--- config.mk ---
export PLATFORM = sky130hd
export DESIGN_NAME = log2_pos
export DESIGN_NICKNAME = d
export VERILOG_FILES = /design/src/rtl/log2_pos.sv
export SDC_FILE = /design/constraint.sdc
export NUM_CORES = 1
export LEC_CHECK = 0
export CORE_MARGIN = 3
export CORE_UTILIZATION = 40
export CTS_CLUSTER_SIZE = 14
export DETAILED_ROUTE_END_ITERATION = 10
export PLACE_DENSITY = 0.73
export SLEW_MARGIN = 10
export SYNTH_ARGS = -nofsm -noshare
export SYNTH_HDL_FRONTEND = slang
export SYNTH_SLANG_ARGS = --single-unit
--- constraint.sdc ---
create_clock -name I_CLK -period 3.6 [get_ports I_CLK]
set_input_delay 0.72 -clock I_CLK [delete_from_list [all_inputs] [get_ports I_CLK]]
set_output_delay 0.72 -clock I_CLK [all_outputs]
set_load 0.02 [all_outputs]
--- src/rtl/log2_pos.sv ---
// log2_pos: 3-stage pipelined log2 of an unsigned Q2.13 operand, producing a signed Q4.11 result.
// Optional macro LOG2_CORR_EN adds the quadratic mantissa correction (S2 multiplier, S3 gain K_CORR).

module log2_pos #(
  parameter int K_CORR = 2816
) (
  input  logic        I_CLK,
  input  logic        I_RST,
  input  logic        I_VALID,
  output logic        O_READY,
  input  logic [15:0] I_DATA,
  output logic        O_VALID,
  input  logic        I_READY,
  output logic [15:0] O_DATA,
  output logic        O_ERR
);

  if (K_CORR < 0 || K_CORR > 8191) begin : g_bad_kcorr
    $error("K_CORR must fit unsigned Q0.13");
  end

  logic              adv;
  logic [3:0]        p_d;
  logic [12:0]       f1_d, f1_q, f2_q;
  logic signed [4:0] e1_d, e1_q, e2_q;
  logic              err1_d, err1_q, err2_q, err3_q;
  logic              v1_q, v2_q, v3_q;
  logic [13:0]       m_d;
  logic [15:0]       data3_d, data3_q;

  // One advance for the whole pipe: a stalled output freezes every stage.
  assign adv     = ~v3_q | I_READY;
  assign O_READY = adv;
  assign O_VALID = v3_q;
  assign O_DATA  = data3_q;
  assign O_ERR   = err3_q;

  // S1: leading-one detect and normalisation of the mantissa to 13 fraction bits
  always_comb begin
    p_d = '0;
    for (int i = 0; i < 15; i++)
      if (I_DATA[i]) p_d = 4'(i);
    f1_d   = (p_d == 4'd14) ? I_DATA[13:1] : 13'(I_DATA << (4'd13 - p_d));
    e1_d   = $signed({1'b0, p_d}) - 5'sd13;
    err1_d = I_DATA[15] | ~|I_DATA[14:0];
  end

`ifdef LOG2_CORR_EN
  logic [12:0] c1_d, c1_q;

  // f*(1-f) peaks at 0.25, so c1 never exceeds 2048
  assign c1_d = 13'((27'(f1_q) * (27'd8192 - 27'(f1_q))) >> 13);

  always_ff @(posedge I_CLK or posedge I_RST) begin
    if (I_RST)    c1_q <= '0;
    else if (adv) c1_q <= c1_d;
  end

  always_comb m_d = 14'(f2_q) + 14'((27'(c1_q) * 27'(K_CORR)) >> 13);
`else
  always_comb m_d = 14'(f2_q);
`endif

  // S3: exponent lands in the top five bits, mantissa contributes its upper 12 bits
  always_comb begin
    data3_d = {e2_q, 11'b0} + 16'(m_d >> 2);
    if (err2_q) data3_d = 16'h8000;
  end

  always_ff @(posedge I_CLK or posedge I_RST) begin
    if (I_RST) begin
      v1_q    <= 1'b0;
      v2_q    <= 1'b0;
      v3_q    <= 1'b0;
      err1_q  <= 1'b0;
      err2_q  <= 1'b0;
      err3_q  <= 1'b0;
      e1_q    <= '0;
      e2_q    <= '0;
      f1_q    <= '0;
      f2_q    <= '0;
      data3_q <= '0;
    end else if (adv) begin
      v1_q    <= I_VALID;
      err1_q  <= err1_d;
      e1_q    <= e1_d;
      f1_q    <= f1_d;
      v2_q    <= v1_q;
      err2_q  <= err1_q;
      e2_q    <= e1_q;
      f2_q    <= f1_q;
      v3_q    <= v2_q;
      err3_q  <= err2_q;
      data3_q <= data3_d;
    end
  end

endmodule

==> flow_metrics.py <==
metrics = {
    "status": {
        "outcome": "complete, no violations",
    },
    "yosys": {
        "muxShareOfSynthArea": 0.0385,
        "syn-num-nets": 409,
        "yosysTopAreaCell": "dfrtp_1",
        "synth_edf_count": 0,
        "synth-seq-area-share": 0.424,
        "synth-compound-area-share": 0.185,
        "yosys_register_bits": 54,
        "synth_top_family_by_area": "simple AND/OR/NAND/NOR gates",
        "avgSynthCellArea_um2": 8.30,
        "yosys.area.top_type_share": 0.424,
        "synth_area_mm2": 0.00319,
        "ys.flop_type": "dfrtp_1",
        "synth_cell_types": 56,
        "synth_xor_area_frac": 0.0137,
        "synthCells": 384,
        "yosys_warnings": 0,
        "synthAdderAreaFrac": 0.0196,
        "yosys-top-cells-area": "dfrtp_1 (42%), nand2_1 (13%), nand3b_1 (3.5%)",
        "synth-simple-area-share": 0.262,
        "async_reset_ff_frac": 1.00,
    },
    "timing": {
        "post-route-period-util": 0.901,
        "drv_slew": 0,
        "skew_ns": 0.00651,
        "clock.fmax_mhz": 308,
        "rsz0062_at_grt": "false",
        "timing.setup.tns_ns": 0,
        "relSlewSlack": 0.399,
        "finalHoldViolCount": 0,
        "worst_pin_slew_ns": 0.900,
        "period_minus_slack_ns": 3.24,
        "finalSetupViolations": 0,
    },
    "cts": {
        "cts_sinks": 54,
        "clockRootBuffer": "clkbuf_8",
        "clk_path_buf_depth": 2,
        "clk_pin_slew_ns": 0.09,
        "ctsResizeCount": 0,
        "post_cts_buffers": 0,
        "holdBufCountCts": 0,
        "clk_latency_ns": 0.30,
        "cts_buffers": 5,
        "htreeDepth": 2,
        "cts_tree": "built",
    },
    "die": {
        "die_y_um": 95.3,
        "die-area_mm2": 0.00907,
        "rows": 31,
        "start_util": 0.426,
        "io-pin-count": 39,
        "core_area_mm2": 0.00749,
        "dieWidth_um": 95.3,
    },
    "worst_setup_path": {
        "slowest_stage": "clkdlybuf4s50_1",
        "crit_path_end_kind": "flop",
        "cp_common_cell": "o21ai_0",
        "worstSetupPathType": "primary input to flop",
        "crit_required_ns": 3.83,
        "worst_setup_path_start_kind": "primary input",
        "path_cells": "clkdlybuf4s50_1 > nor4_1 > o21ai_0 > buf_4 > ha_1 > inv_1 > or2_2 > o22ai_1 > o21ai_0 > a31oi_1",
        "critPathMaxFanout": 8,
        "cpPeakStageDelay_ns": 0.58,
        "path_buf_inv": 3,
        "cp.arrival_ns": 3.47,
        "crit_family": "buffers and inverters",
    },
    "pwr": {
        "clkPwrFrac": 0.153,
        "swShare": 0.366,
        "peakVddDrop_mv": 0.211,
        "p_switching_mw": 0.771,
        "power_density_mw_per_mm2": 555,
        "p_leak_nw": 1.77,
        "p_comb_frac": 0.397,
        "power_frac_seq": 0.451,
        "power.total_mw": 2.11,
        "p_int_mw": 1.33,
    },
    "global_route": {
        "grt_max_degree": 59,
        "grt_pass1_wl_mm": 12.7,
        "overflow": 0,
        "grt_use_total": 0.175,
        "antenna_found_initial": 0,
        "grt_pass1_vias": 2654,
    },
    "route": {
        "drc_errors": 0,
        "viasPerCell": 5.37,
        "routedWlPerCell_um": 14.1,
        "dr.first_iter.drc_count": 205,
        "wirelength_mm": 7.37,
        "vias": 2796,
        "ant_nets": 0,
        "firstDrtPassIters": 4,
    },
    "placed_design": {
        "place_congestion": 0.900,
        "numPortBuffers": 38,
        "dp_hpwl_mm": 5.48,
    },
    "final_layout": {
        "final_nets": 446,
        "diodes": 0,
        "fin_util": 0.507,
        "drive_gt1_frac": 0.0948,
        "syn_to_final_growth_pct": 19.1,
        "n_fill_cell": 722,
    },
    "flow_run": {
        "cap_violations": 0,
    },
    "min_path": {
        "hp-class": "flop to flop",
    },
}
[routing by layer]
metal	vias up	global-route usage	wire length (um)
met5	-	0	0
met3	14	0.0221	419
met2	106	0.279	3350
met4	0	0.0709	179
li1	1398	-	-
met1	1278	0.241	3410
[power by group through the flow]
stage / Sequential [mW] / Clock [mW] / Combinational (mW)
3_5_place_dp: 0.966 / 0 / 0.840
4_1_cts: 0.953 / 0.334 / 0.842
2_1_floorplan: 1.04 / 0 / 0.441
3_3_place_gp: 0.952 / 0 / 0.829
5_1_grt: 0.981 / 0.356 / 0.932
6_report: 0.949 / 0.321 / 0.835
[flip-flops by register name, indices dropped and copies added, names as in the netlist]
name and flops:
O_DATA 16, O_ERR 1, O_VALID 1, e1_q 5
e2_q 5, err1_q 1, err2_q 1, f1_q 11
f2_q 11, v1_q 1, v2_q 1
[worst min-delay path, cell delays in order, from the launching register on]
cell and delay (ns):
dfrtp_1 0.35, nand2_1 0.05, nand2_1 0.04
[final timing paths]
kind | start | end | cells after the start | slack (ns)
max in group asynchronous | I_RST | f1_q[2]$_DFFE_PP0P_ | 2 | 2.17
worst min-delay path | O_DATA[4]$_DFFE_PP0P_ | O_DATA[4]$_DFFE_PP0P_ | 2 | 0.47
worst max register to register | O_VALID$_DFFE_PP0P_ | f1_q[8]$_DFFE_PP0P_ | 7 | 1.88
min in group asynchronous | I_RST | e2_q[1]$_DFFE_PP0P_ | 2 | 0.90
worst min register to register | O_DATA[4]$_DFFE_PP0P_ | O_DATA[4]$_DFFE_PP0P_ | 2 | 0.47
worst max-delay path | I_DATA[4] | f1_q[12]$_DFFE_PP0P_ | 10 | 0.36
[cell usage in the layout (no fill, tap or decap), drive strengths merged, types with 2 or more instances in the layout]
| master | n |
|---|---|
| nand2 | 112 |
| dfrtp | 54 |
| clkdlybuf4s50 | 38 |
| nor2 | 29 |
| buf | 20 |
| a21oi | 19 |
| o21ai | 17 |
| nand3b | 15 |
| inv | 10 |
| mux2i | 10 |
| nor3 | 8 |
| nand3 | 7 |
| clkbuf | 6 |
| o211ai | 5 |
| ha | 5 |
| o31ai | 5 |
| nand2b | 4 |
| a31oi | 4 |
| a221oi | 4 |
| nor2b | 4 |
| xor2 | 3 |
| o31a | 3 |
| a22oi | 3 |
| o21a | 3 |
| nor4 | 3 |
| clkinv | 3 |
| xnor2 | 2 |
| o22ai | 2 |
| and3 | 2 |
| or2 | 2 |
| a211oi | 2 |
| o311ai | 2 |
[metrics by stage]
step	hold WS (ns)	cell area, um^2	std cells	setup slack, ns
after detailed placement	0.452	3710	513	0.0764
after floorplan	0.430	3190	384	0.532
after global placement	0.449	3710	513	0.0605
after global routing	0.492	3790	521	0.144
final	0.468	3790	521	0.357
after CTS	0.472	3790	521	0.390
[cell usage after synthesis, drive strengths merged (4+ instances only)]
| library cell | count |
|---|---|
| nor3 | 8 |
| nand2b | 4 |
| mux2i | 10 |
| inv | 11 |
| nand3b | 15 |
| nand2 | 112 |
| a221oi | 4 |
| clkbuf | 18 |
| a21oi | 19 |
| nand3 | 7 |
| nor2b | 4 |
| o211ai | 5 |
| nor2 | 29 |
| o21ai | 17 |
| dfrtp | 54 |
| a31oi | 4 |
| o31ai | 5 |
| buf | 10 |
| ha | 5 |
[final cells by class]
class                           instances  area [um^2]  share of cell area
Sequential cell                        54         1350               0.356
Clock inverter                          2         13.8             0.00363
Timing Repair Buffer                   58          531               0.140
Multi-Input combinational cell        291         1660               0.438
Tap cell                               99          124              0.0326
Clock buffer                            6         72.6              0.0191
Inverter                               11         42.5              0.0112
[logic make-up after synthesis]
family,count (synthesis)
simple gates,187
mux,11
flops,54
buf+inv,39
xor+xnor,5
fa+ha+maj,5
compound gates,83
Note: power is estimated with default switching activity, not from simulation.
